--- src/rtl/onehot_scan_decoder.sv ---
// onehot_scan_decoder: registered N-to-2^N one-hot decoder with enable and dwell-timed auto-scan
module onehot_scan_decoder #(
  parameter int N       = 3,
  parameter int DWELL_W = 4
) (
  input  logic               clk,
  input  logic               rst,
  input  logic               en,
  input  logic               mode,
  input  logic [N-1:0]       in,
  input  logic [DWELL_W-1:0] dwell,
  output logic [(1<<N)-1:0]  out,
  output logic [N-1:0]       idx,
  output logic               wrap,
  output logic               busy
);
  localparam int L = 1 << N;
  localparam logic [L-1:0] one = L'(1);
  typedef enum logic [1:0] {IDLE, DIRECT, SCAN} state_t;
  state_t state;
  logic [DWELL_W-1:0] cnt, dwell_q;
  logic [N-1:0] nxt;
  assign nxt = idx + N'(1);
  // en=0 outranks mode; any non-SCAN state entering SCAN is an entry and latches dwell
  always_ff @(posedge clk or posedge rst) begin
    if (rst) begin
      state   <= IDLE;
      out     <= '0;
      idx     <= '0;
      wrap    <= 1'b0;
      busy    <= 1'b0;
      cnt     <= '0;
      dwell_q <= '0;
    end else if (!en) begin
      state <= IDLE;
      out   <= '0;
      wrap  <= 1'b0;
      busy  <= 1'b0;
      cnt   <= '0;
    end else if (!mode) begin
      state <= DIRECT;
      out   <= one << in;
      idx   <= in;
      wrap  <= 1'b0;
      busy  <= 1'b0;
      cnt   <= '0;
    end else if (state != SCAN) begin
      state   <= SCAN;
      out     <= one << in;
      idx     <= in;
      wrap    <= 1'b0;
      busy    <= 1'b1;
      cnt     <= '0;
      dwell_q <= dwell;
    end else if (cnt != dwell_q) begin
      cnt  <= cnt + DWELL_W'(1);
      wrap <= 1'b0;
    end else begin
      cnt  <= '0;
      idx  <= nxt;
      out  <= one << nxt;
      wrap <= &idx;
    end
  end
endmodule

--- config.mk ---
export PLATFORM = sky130hd
export DESIGN_NAME = onehot_scan_decoder
export DESIGN_NICKNAME = d
export VERILOG_FILES = /design/src/rtl/onehot_scan_decoder.sv
export SDC_FILE = /design/constraint.sdc
export NUM_CORES = 1
export LEC_CHECK = 0
export ABC_AREA = 0
export CAP_MARGIN = 5
export CORE_MARGIN = 5
export CORE_UTILIZATION = 56
export CTS_BUF_LIST = sky130_fd_sc_hd__clkbuf_8
export DETAILED_ROUTE_END_ITERATION = 6
export PLACE_DENSITY = 0.87
export SKIP_CTS_REPAIR_TIMING = 1
export SYNTH_ARGS = -nofsm -noshare
export SYNTH_HDL_FRONTEND = slang
export SYNTH_SLANG_ARGS = --single-unit
export TNS_END_PERCENT = 20
--- constraint.sdc ---
create_clock -name clk -period 4.2 [get_ports clk]
set_input_delay 0.63 -clock clk [delete_from_list [all_inputs] [get_ports clk]]
set_output_delay 0.63 -clock clk [all_outputs]
set_load 0.1 [all_outputs]
Word-level counts from Yosys, hierarchy flattened
Cells that the tools add are included.
{ "word_totals": {"input_bits": 11, "ff_bits": 23, "out_inout_bits": 13} }
{ "classes": {"mux": 21, "add_sub_neg": 2, "n_eq_ne": 5, "n_shift": 2, "n_reduce_logical": 3} }
{ "op_table": {"columns": ["op", "n"], "rows": [
  ["$mux W8", 4],
  ["$mux W4", 4],
  ["$shl A1 B3 Y8 const A", 2],
  ["$mux W3", 3],
  ["$mux W1", 7],
  ["$mux W2", 3],
  ["$reduce_and A3 Y1", 2],
  ["$add A4 B1 Y4 const B", 1],
  ["$ne A4 B4 Y1", 1],
  ["$ne A4 B4 Y1 const B", 1],
  ["$add A3 B1 Y3 const B", 1],
  ["$ne A3 B2 Y1 const B", 1],
  ["$ne A3 B3 Y1 const B", 1],
  ["$ne A2 B2 Y1 const B", 1],
  ["$reduce_and A2 Y1", 1]
]} }

Logic depth before layout (Yosys ltp)
Gate-level depths: netlist of the first run.
{ "depth": {"depth_word": 6, "depth_mapped": 5, "ltp_nobuf": 5} }

Worst setup path before layout of the first run
OpenSTA, ideal clock, no wires.
{ "synth_timing": {"path_kind": "reg2reg", "startpoint": "reg idx[0]", "endpoint": "reg out[4]", "synth_period_minus_slack_ns": 2.105, "stages_incl_launch_ff": 5, "slack_ns": 2.095, "setup_time_ns": 0.126, "t_arrival_ns": 1.978, "cell_sequence": "dfrtp_1 -> ha_1 -> ha_1 -> and4_1 -> a221o_1"} }
{ "synth_between": {"elab_chain_cells": 6} }
{ "synth_lines": {"columns": ["item", "line", "source"], "rows": [
  ["start: declaration", "13", "output logic [N-1:0] idx,"],
  ["start signal: assignment", "43", "idx <= in;"],
  ["start signal: assignment", "50", "idx <= in;"],
  ["start signal: assignment", "60", "idx <= nxt;"],
  ["$add A3 B1 Y3", "23", "assign nxt = idx + N'(1);"],
  ["$shl A1 B3 Y8", "61", "out <= one << nxt;"],
  ["$mux W8", "55", "end else if (cnt != dwell_q) begin"],
  ["$mux W8", "47", "end else if (state != SCAN) begin"],
  ["$mux W8", "40", "end else if (!mode) begin"],
  ["$mux W8", "34", "end else if (!en) begin"],
  ["end signal: assignment", "42", "out <= one << in;"],
  ["end signal: assignment", "49", "out <= one << in;"],
  ["end signal: assignment", "61", null],
  ["end: declaration", "12", "output logic [(1<<N)-1:0] out,"]
]} }
No other way between the ends. The select of a mux whose other input is x is not followed.
A chain may end at the register's enable or synchronous reset.

Worst setup path after layout of the first run
{ "layout_timing": {"startpoint": "reg idx[0]", "endpoint": "out idx[0]"} }
No word-level cell between the ends.

==> key figures, run 1 <==
Status
  • Status: complete, no violations

Power and ir drop
  • Combinational power share: 0.265
  • Total power: 527 µW
  • Sw Pwr: roughly 170 µW
  • Internal Power: 357 µW
  • Flop pwr share: 0.452
  • Sw Ratio: 0.323
  • Clock share of power: 0.282
  • Leakage power: 0.634 nW
  • Worst VDD drop: 0.241 mV
  • P per Cell Area: 366 mW/mm²

Clock tree
  • Root buffer cell: clkbuf_8
  • CTS tree: yes
  • Num CTS Buffers: 3
  • Clock tree buffer depth: 2
  • Clock-pin slew on the worst setup and hold paths: 0.08 ns
  • Sink Count: 22
  • Worst skew pair latency: 0.26 ns
  • H-tree levels: 1

Timing
  • Final Hold Slack: 0.520 ns
  • Final hold violation count: 0
  • Setup repair after global routing missed its margin: no
  • Crit share post-route: 0.609
  • PnR worst setup slack: between 1.5 and 2 ns
  • Sum Neg Setup Slack: 0 ns
  • Maximum clock rate: roughly 390 MHz
  • Worst Max-Slew Pin Slew: 0.973 ns
  • Slew Limit Fails: 0
  • Slew headroom: 0.349
  • Final min period: about 2.6 ns
  • Setup violators final: 0
  • Worst clock skew: 0.00503 ns

Drt
  • Final wirelength: 2500 µm
  • First-pass DRT Iterations: 4
  • Vias per inst: 5.64
  • Drt drc: 0
  • Wire per inst: 16.8 µm
  • 1st-iter DRT viols: 26
  • Routed Antenna Nets: 0
  • Via Count: 840

Finish
  • Final Non-Filler Cells: 149
  • Final core occ: 0.741
  • Layout cell share with drive strength beyond 1: 0.0820
  • Nets: 141
  • Area grow syn2layout: 26.7%
  • Final Instance Area: 0.00144 mm²
  • Antenna Cells: 0

Synth
  • Yosys top cell area share: 0.485
  • Most frequent cells after synthesis: dfrtp_1 (22), ha_1 (7), nor2_1 (7)
  • Synth top area cells: dfrtp_1 (48%), ha_1 (7.7%), mux2i_1 (5.3%), mux2_2 (4.0%), xor2_1 (3.9%)
  • Synth Register Bits: 22
  • Ys async rst share: 1.00
  • Synthesized instance count: 97
  • Mapped Area: 0.00114 mm²
  • Largest area contributor in the netlist: dfrtp_1
  • Post-synth EDFFs: 0
  • Synth Flop Type: dfrtp_1
  • Synth warn: 0
  • Synthesized net count: 115
  • Average cell area after synthesis: 11.7 µm²
  • Cell variety after synth: 32
  • Seq/Total Area, Yosys: 0.485
  • Most frequent cell after synthesis: dfrtp_1

Critical path
  • R2r setup slk: 2.14 ns
  • Crit-path max FO: 6
  • Slowest Stage Delay on Critical Path: about 1.2 ns
  • Crit end category: primary output
  • CP cell instances: clkdlybuf4s50_1
  • Crit path max-delay cell type: clkdlybuf4s50_1
  • Critical path's top delay family: buffers and inverters
  • Worst Setup Start Kind: flip-flop
  • Critical path class: flip-flop to primary output
  • Bufs and invs on worst path: 1
  • Critical Path AT: approximately 1.9 ns
  • Worst Path Required: about 3.6 ns

Floorplan
  • Chip width: 55.0 µm
  • Die area: roughly 0.0030 mm²
  • Initial core utilization: 0.585
  • IO Pins: 24
  • Core ar.: 0.00194 mm²
  • Die height: approximately 55 µm
  • # rows: 16

Flow run
  • # Max-Cap Violations: 0

Global routing
  • Total track usage: 0.198
  • Number of global-route vias before repair: a little over 900
  • Largest net degree at the start of global routing: 23
  • Initial antenna violation count: 0
  • First-pass GRT wire length: 4150 µm
  • GRT overflow: 0

Placement
  • Placed Cells: between 100 and 150
  • Gpl congestion: 0.901
  • Post-DP HPWL: 1850 µm
  • Worst slack, placed: 1.91 ns
  • Port buffer count: 23
  • Placed Area: between 0.001 and 0.0015 mm²

Hold path
  • HP Class: flip-flop to flip-flop
==> registers in the layout (all words and copies together), names as in the netlist <==
signal and count:
cnt 4, busy 1, idx 3, wrap 1, state 1, dwell_q 4, out 8
==> cells by family (layout without fill, tap and decap cells) <==
group | count (synthesis) | count (layout) | synth area share
xor gates and xnor gates | 6 | 6 | 0.0463
DFF | 22 | 22 | 0.485
adders and majority gates | 7 | 7 | 0.0771
muxes | 10 | 10 | 0.0925
buffers and inverters | 5 | 30 | 0.0242
AOI/OAI and AO/OA | 13 | 13 | 0.0892
and+or+nand+nor | 34 | 34 | 0.186
==> worst register-to-register path, cell delays in order, from the launching register on <==
cell and delay (ns):
dfrtp_1 0.43, xor2_1 0.19, nor4_4 0.77, nor2_1 0.16
a221o_1 0.39
==> cell usage in the layout, fill, tap and decap left out, drive strengths merged, types with 2 or more instances in the layout <==
cell	instances
a221o	2
mux2i	6
nand2	3
mux2	4
nand3	2
dfrtp	22
nor2b	6
and2	4
o22ai	4
and4	2
nand2b	2
nor2	7
inv	3
o32ai	2
xor2	5
clkbuf	4
clkdlybuf4s50	23
ha	7
==> final timing paths <==
check	start	endpoint	depth (start not counted)
min in group asynchronous	rst	dwell_q[3]$_DFFE_PP0P_	2
hold reg to reg	cnt[0]$_DFF_PP0_	cnt[0]$_DFF_PP0_	1
setup / recovery	idx[0]$_DFFE_PP0P_	idx[0]	1
max in group asynchronous	rst	dwell_q[2]$_DFFE_PP0P_	2
setup reg to reg	cnt[0]$_DFF_PP0_	out[4]$_DFFE_PP0P_	4
hold / removal	cnt[0]$_DFF_PP0_	cnt[0]$_DFF_PP0_	1
==> power groups by stage <==
stage                     Clock [mW]  Sequential (mW)  Combinational [mW]
after floorplan                    0            0.284              0.0583
final                          0.149            0.238               0.140
after global routing           0.162            0.240               0.149
after global placement             0            0.241               0.137
after detailed placement           0            0.242               0.140
after CTS                      0.152            0.238               0.141
==> layout make-up <==
class                      instances  area [µm²]
timing repair buffer              23         230
sequential                        22         551
multi-input combinational         70         558
fill                             160         503
inverter                           3        11.3
clock buffer                       4        55.1
tap                               27        33.8
==> layer usage <==
layer | track usage | vias up | wire (µm)
li1 | - | 395 | -
met1 | 0.231 | 408 | 1020
met2 | 0.348 | 30 | 1330
met3 | 0.0268 | 7 | 97
met4 | 0.105 | 0 | 61
met5 | 0 | - | 0
(Power assumes the default switching activity.)
==> inputs of run 2 (changes only) <==
--- a/config.mk
+++ b/config.mk
@@ -8,10 +8,10 @@
 export ABC_AREA = 0
 export CAP_MARGIN = 5
 export CORE_MARGIN = 5
-export CORE_UTILIZATION = 56
+export CORE_UTILIZATION = 52
 export CTS_BUF_LIST = sky130_fd_sc_hd__clkbuf_8
 export DETAILED_ROUTE_END_ITERATION = 6
-export PLACE_DENSITY = 0.87
+export PLACE_DENSITY = 0.81
 export SKIP_CTS_REPAIR_TIMING = 1
 export SYNTH_ARGS = -nofsm -noshare
 export SYNTH_HDL_FRONTEND = slang
==> constraint.sdc (replaced) <==
create_clock -name clk -period 2.6 [get_ports clk]
set_input_delay 0.39 -clock clk [delete_from_list [all_inputs] [get_ports clk]]
set_output_delay 0.39 -clock clk [all_outputs]
set_load 0.1 [all_outputs]
==> run 2 against run 1 <==
  * Flip-flop and latch count is the same
  * Routed wire length shrank 7.4%
  * Design area shrank 2.6%
  * Sequential share of layout area grew 1.0 points
  * Combinational power grew 59%
  * Non-clock buffer count grew 1
  * Core utilization shrank 8.9 points
  * Clock power grew 38%
  * Via count shrank 3.1%
  * Die area grew 6.3%
  * Cell count grew 0.67%
  * Critical endpoint is now out[4]$_DFFE_PP0P_
==> key figures, run 2 (synthesis gave the netlist of run 1 again) <==
Status
  • Status: complete, no violations

Clock tree
  • Worst skew pair latency: 0.26 ns
  • Root buffer cell: clkbuf_8
  • H-tree levels: 1
  • Sink Count: 22
  • Clock-pin slew on the worst setup and hold paths: 0.07 ns
  • CTS tree: yes
  • Clock tree buffer depth: 2
  • Num CTS Buffers: 3

Timing
  • Maximum clock rate: ~580 MHz
  • Final min period: 1.73 ns
  • Setup violators final: 0
  • Worst clock skew: between 0.005 and 0.006 ns
  • Sum Neg Setup Slack: 0 ns
  • Slew Limit Fails: 0
  • Final hold violation count: 0
  • Worst Max-Slew Pin Slew: between 0.8 and 0.9 ns
  • Crit share post-route: 0.667
  • Slew headroom: 0.458
  • Setup repair after global routing missed its margin: no

Drt
  • Via Count: a little over 800
  • Wire per inst: 15.5 µm
  • 1st-iter DRT viols: 26
  • Routed Antenna Nets: 0
  • Drt drc: 0
  • First-pass DRT Iterations: 4
  • Final wirelength: 2320 µm
  • Vias per inst: 5.43

Power and ir drop
  • Flop pwr share: 0.473
  • Combinational power share: 0.274
  • Sw Ratio: 0.330
  • Clock share of power: 0.253
  • P per Cell Area: 579 mW/mm²
  • Sw Pwr: 268 µW
  • Worst VDD drop: 0.336 mV
  • Internal Power: 543 µW
  • Leakage power: 0.654 nW

Finish
  • Max reg flops: 8
  • Layout cell share with drive strength beyond 1: 0.189
  • Area grow syn2layout: 23.3%
  • Antenna Cells: 0
  • Nets: about 140
  • Most common cell after layout, fill and taps aside: dfrtp_1
  • Largest regs: out x8, cnt x4, dwell_q x4
  • Commonest cells after routing, fill and taps aside: dfrtp_1 (22), buf_4 (14), clkdlybuf4s50_1 (10)
  • Biggest register: out
  • Final Instance Area: between 0.001 and 0.0015 mm²

Hold path
  • Hold path startpoint: cnt[0]$_DFF_PP0_
  • HP Class: flip-flop to flip-flop

Floorplan
  • Initial core utilization: 0.529
  • Chip width: ~57 µm
  • # rows: 17
  • Die height: roughly 57 µm
  • IO Pins: 24
  • Core ar.: around 0.0021 mm²
  • Die area: about 0.0032 mm²

Placement
  • Placed Area: approximately 0.0014 mm²
  • Post-DP HPWL: between 1500 and 2000 µm
  • Port buffer count: 23
  • Gpl congestion: 0.823

Critical path
  • Crit end category: flip-flop
  • Worst Path Required: 2.74 ns
  • CP Launch Point: en
  • Critical Path AT: 1.87 ns
  • Origin of the critical flop-to-flop path: idx[0]$_DFFE_PP0P_
  • Critical path class: input port to flip-flop
  • Crit-path max FO: 10
  • Worst Setup Start Kind: input port

Flow run
  • # Max-Cap Violations: 0

Global routing
  • Number of global-route vias before repair: 893
  • GRT overflow: 0
  • Largest net degree at the start of global routing: 23
  • First-pass GRT wire length: around 4000 µm
  • Total track usage: 0.160
  • Initial antenna violation count: 0
==> run 2: cell types whose count changed in the layout (fill, tap and decap cells not counted), sizes merged <==
cell	delta
buf	+14
clkbuf	-1
clkdlybuf4s50	-13
==> run 2: power groups by stage <==
stage | sequential (mW) | clock (mW) | combinational (mW)
after floorplan | 0.459 | 0 | 0.0943
after global placement | 0.390 | 0 | 0.219
after detailed placement | 0.391 | 0 | 0.221
after CTS | 0.384 | 0.208 | 0.224
after global routing | 0.387 | 0.227 | 0.240
final | 0.383 | 0.205 | 0.222
==> run 2: worst paths after layout <==
path | slack (ns) | cells past startpoint | to
max | 0.87 | 5 | out[4]$_DFFE_PP0P_
min reg2reg | 0.51 | 1 | cnt[0]$_DFF_PP0_
max in group asynchronous | 1.50 | 2 | out[1]$_DFFE_PP0P_
min in group asynchronous | 0.59 | 2 | state[0]$_DFFE_PP0P_
max reg2reg | 0.89 | 4 | out[4]$_DFFE_PP0P_
min | 0.51 | 1 | cnt[0]$_DFF_PP0_
==> run 2: cell type report <==
cell class	instances	area [µm²]
Fill cell	186	747
Tap cell	28	35.0
Inverter	3	11.3
Clock buffer	3	41.3
Sequential cell	22	551
Multi-Input combinational cell	70	558
Timing Repair Buffer	24	205
==> run 2: through the flow <==
| stage | instances | power [mW] | utilization | setup slack (ns) | hold slack, ns |
|---|---|---|---|---|---|
| 6_report | 150 | 0.811 | 0.652 | 0.865 | 0.510 |
| 3_3_place_gp | 147 | 0.609 | 0.633 | 0.650 | 0.499 |
| 3_5_place_dp | 147 | 0.613 | 0.633 | 0.599 | 0.501 |
| 5_1_grt | 150 | 0.854 | 0.652 | 0.790 | 0.530 |
| 4_1_cts | 150 | 0.816 | 0.652 | 0.879 | 0.511 |
| 2_1_floorplan | 97 | 0.554 | - | 0.495 | 0.379 |
==> run 2: critical path, stage by stage <==
cell and delay, ns:
clkdlybuf4s50_1 0.54, and2_1 0.26, nand2_1 0.21, nor2_1 0.12, a221o_1 0.36
==> run 2: metal layers <==
metal,global-route usage,wire length (µm)
met5,0,0
met4,0.0695,46
met3,0.0368,97
met2,0.252,1140
met1,0.209,1040
==> inputs of run 3 (changes only) <==
--- a/config.mk
+++ b/config.mk
@@ -8,10 +8,10 @@
 export ABC_AREA = 0
 export CAP_MARGIN = 5
 export CORE_MARGIN = 5
-export CORE_UTILIZATION = 52
+export CORE_UTILIZATION = 47
 export CTS_BUF_LIST = sky130_fd_sc_hd__clkbuf_8
 export DETAILED_ROUTE_END_ITERATION = 6
-export PLACE_DENSITY = 0.81
+export PLACE_DENSITY = 0.77
 export SKIP_CTS_REPAIR_TIMING = 1
 export SYNTH_ARGS = -nofsm -noshare
 export SYNTH_HDL_FRONTEND = slang
==> constraint.sdc (replaced) <==
create_clock -name clk -period 1.55 [get_ports clk]
set_input_delay 0.2325 -clock clk [delete_from_list [all_inputs] [get_ports clk]]
set_output_delay 0.2325 -clock clk [all_outputs]
set_load 0.1 [all_outputs]
==> run 3 against run 2 <==
  * Largest cell class unchanged
  * Register-to-register slack got worse by 0.95 ns
  * The run now ends with negative setup slack left
  * Combinational power increased by 120%
  * Routed wire length rose by 11%
  * Die area grew 8.7%
  * Total power rose by 93%
  * Core utilization up 14 points
  * Sequential power is 71% higher
==> key figures, run 3 (synthesis gave the netlist of run 1 again) <==
Status
  • Status: finished with violations
  • Failing checks: negative setup slack

Drt
  • Vias per inst: 5.26
  • Wire per inst: 15.3 µm
  • First-pass DRT Iterations: 4
  • Via Count: 883
  • Drt drc: 0
  • Final wirelength: 2570 µm
  • Routed Antenna Nets: 0
  • 1st-iter DRT viols: 28

Clock tree
  • Root buffer cell: clkbuf_8
  • Worst skew pair latency: 0.27 ns
  • Clock-pin slew on the worst setup and hold paths: 0.08 ns
  • Sink Count: 22
  • H-tree levels: 1
  • Num CTS Buffers: 3
  • Clock tree buffer depth: 2
  • CTS tree: yes

Finish
  • Commonest cells after routing, fill and taps aside: dfrtp_1 (18), buf_4 (17), buf_12 (13)
  • Most common cell after layout, fill and taps aside: dfrtp_1
  • Antenna Cells: 0
  • Layout cell share with drive strength beyond 1: 0.393
  • Largest regs: out x8, cnt x4, dwell_q x4
  • Area grow syn2layout: 57.9%
  • Multi-input gate area: about 630 µm²
  • Register Area: 563 µm²
  • Biggest register: out
  • Fillcell total: 149
  • Nets: 159
  • Max reg flops: 8

Timing
  • Worst clock skew: 0.00279 ns
  • Maximum clock rate: 620 MHz
  • Final min period: 1.61 ns
  • Setup repair after global routing missed its margin: yes
  • Slew headroom: 0.818
  • Slew Limit Fails: 0
  • Sum Neg Setup Slack: -0.355 ns
  • Crit share post-route: 1.04
  • PnR worst setup slack: -0.0625 ns
  • Final hold violation count: 0
  • Setup violators final: 10
  • Worst Max-Slew Pin Slew: around 0.27 ns

Placement
  • Gpl congestion: 0.837
  • Port buffer count: 23
  • Post-DP HPWL: 1940 µm

Power and ir drop
  • Internal Power: 1.07 mW
  • Sw Pwr: slightly below 500 µW
  • Sw Ratio: 0.317
  • Combinational power share: 0.319
  • P per Cell Area: 873 mW/mm²
  • Flop pwr share: 0.419
  • Leakage power: roughly 0.79 nW
  • Worst VDD drop: 0.602 mV
  • Clock share of power: 0.262
  • Total power: 1.57 mW

Critical path
  • Worst Path Required: between 1.5 and 2 ns
  • Origin of the critical flop-to-flop path: cnt[2]$_DFF_PP0_
  • Critical Path AT: 1.80 ns
  • FF-to-FF path depth: 7
  • Worst Setup Start Kind: flip-flop
  • Crit-path max FO: 4
  • Crit end category: flip-flop
  • Critical path class: flip-flop to flip-flop
  • CP Launch Point: cnt[2]$_DFF_PP0_

Global routing
  • Number of global-route vias before repair: roughly 1,000
  • First-pass GRT wire length: around 4500 µm
  • Total track usage: 0.172
  • GRT overflow: 0
  • Initial antenna violation count: 0
  • Largest net degree at the start of global routing: 23

Floorplan
  • Chip width: 59.2 µm
  • # rows: 17
  • Die area: 0.00350 mm²
  • IO Pins: 24
  • Die height: around 60 µm
  • Initial core utilization: 0.504
  • Core ar.: 0.00225 mm²

Hold path
  • HP Class: input port to async pin

Flow run
  • # Max-Cap Violations: 0
[run 3: power groups by stage]
stage / sequential [mW] / combinational (mW) / clock, mW
floorplan: 0.782 / 0.169 / 0
global placement: 0.663 / 0.462 / 0
detailed placement: 0.664 / 0.473 / 0
CTS: 0.652 / 0.475 / 0.424
global route: 0.662 / 0.532 / 0.449
finish: 0.656 / 0.499 / 0.411
[run 3: area by class of cell]
class	count	area share
repair buffers	41	0.280
clock buffers	4	0.0307
flip-flops and latches	22	0.314
inverters	3	0.00628
well taps	28	0.0195
multi-input cells	70	0.349
[run 3: per-layer routing]
layer	vias to the layer above	part of all wire	GRT usage	wire, µm
met5	-	0	0	0
met4	0	0.021	0.0939	54
met3	5	0.050	0.0479	129
met2	20	0.50	0.285	1290
met1	428	0.43	0.199	1090
li1	430	-	-	-
[run 3: final timing paths]
path | end | slack (ns)
max | idx[0]$_DFFE_PP0P_ | -0.06
min | wrap$_DFF_PP0_ | 0.30
max reg2reg | idx[0]$_DFFE_PP0P_ | -0.06
min reg2reg | dwell_q[0]$_DFFE_PP0P_ | 0.58
max in group asynchronous | idx[0]$_DFFE_PP0P_ | 1.01
min in group clk | state[0]$_DFFE_PP0P_ | 0.57
[run 3: critical path, cell delays in order (launching register included)]
cell	delay, ns
dfrtp_1	0.42
xor2_2	0.20
nor4_4	0.26
buf_4	0.18
buf_4	0.12
o21ai_2	0.06
buf_4	0.13
a22oi_2	0.17
[run 3: through the flow]
stage,setup WS [ns],util,instances,cell area (µm²),hold WS [ns]
2_1_floorplan,-0.0798,-,97,1180,0.222
3_3_place_gp,-0.0499,0.737,160,1660,0.524
3_5_place_dp,-0.101,0.737,160,1660,0.526
4_1_cts,-0.0701,0.761,164,1720,0.309
5_1_grt,-0.155,0.796,168,1790,0.329
6_report,-0.0625,0.796,168,1790,0.301
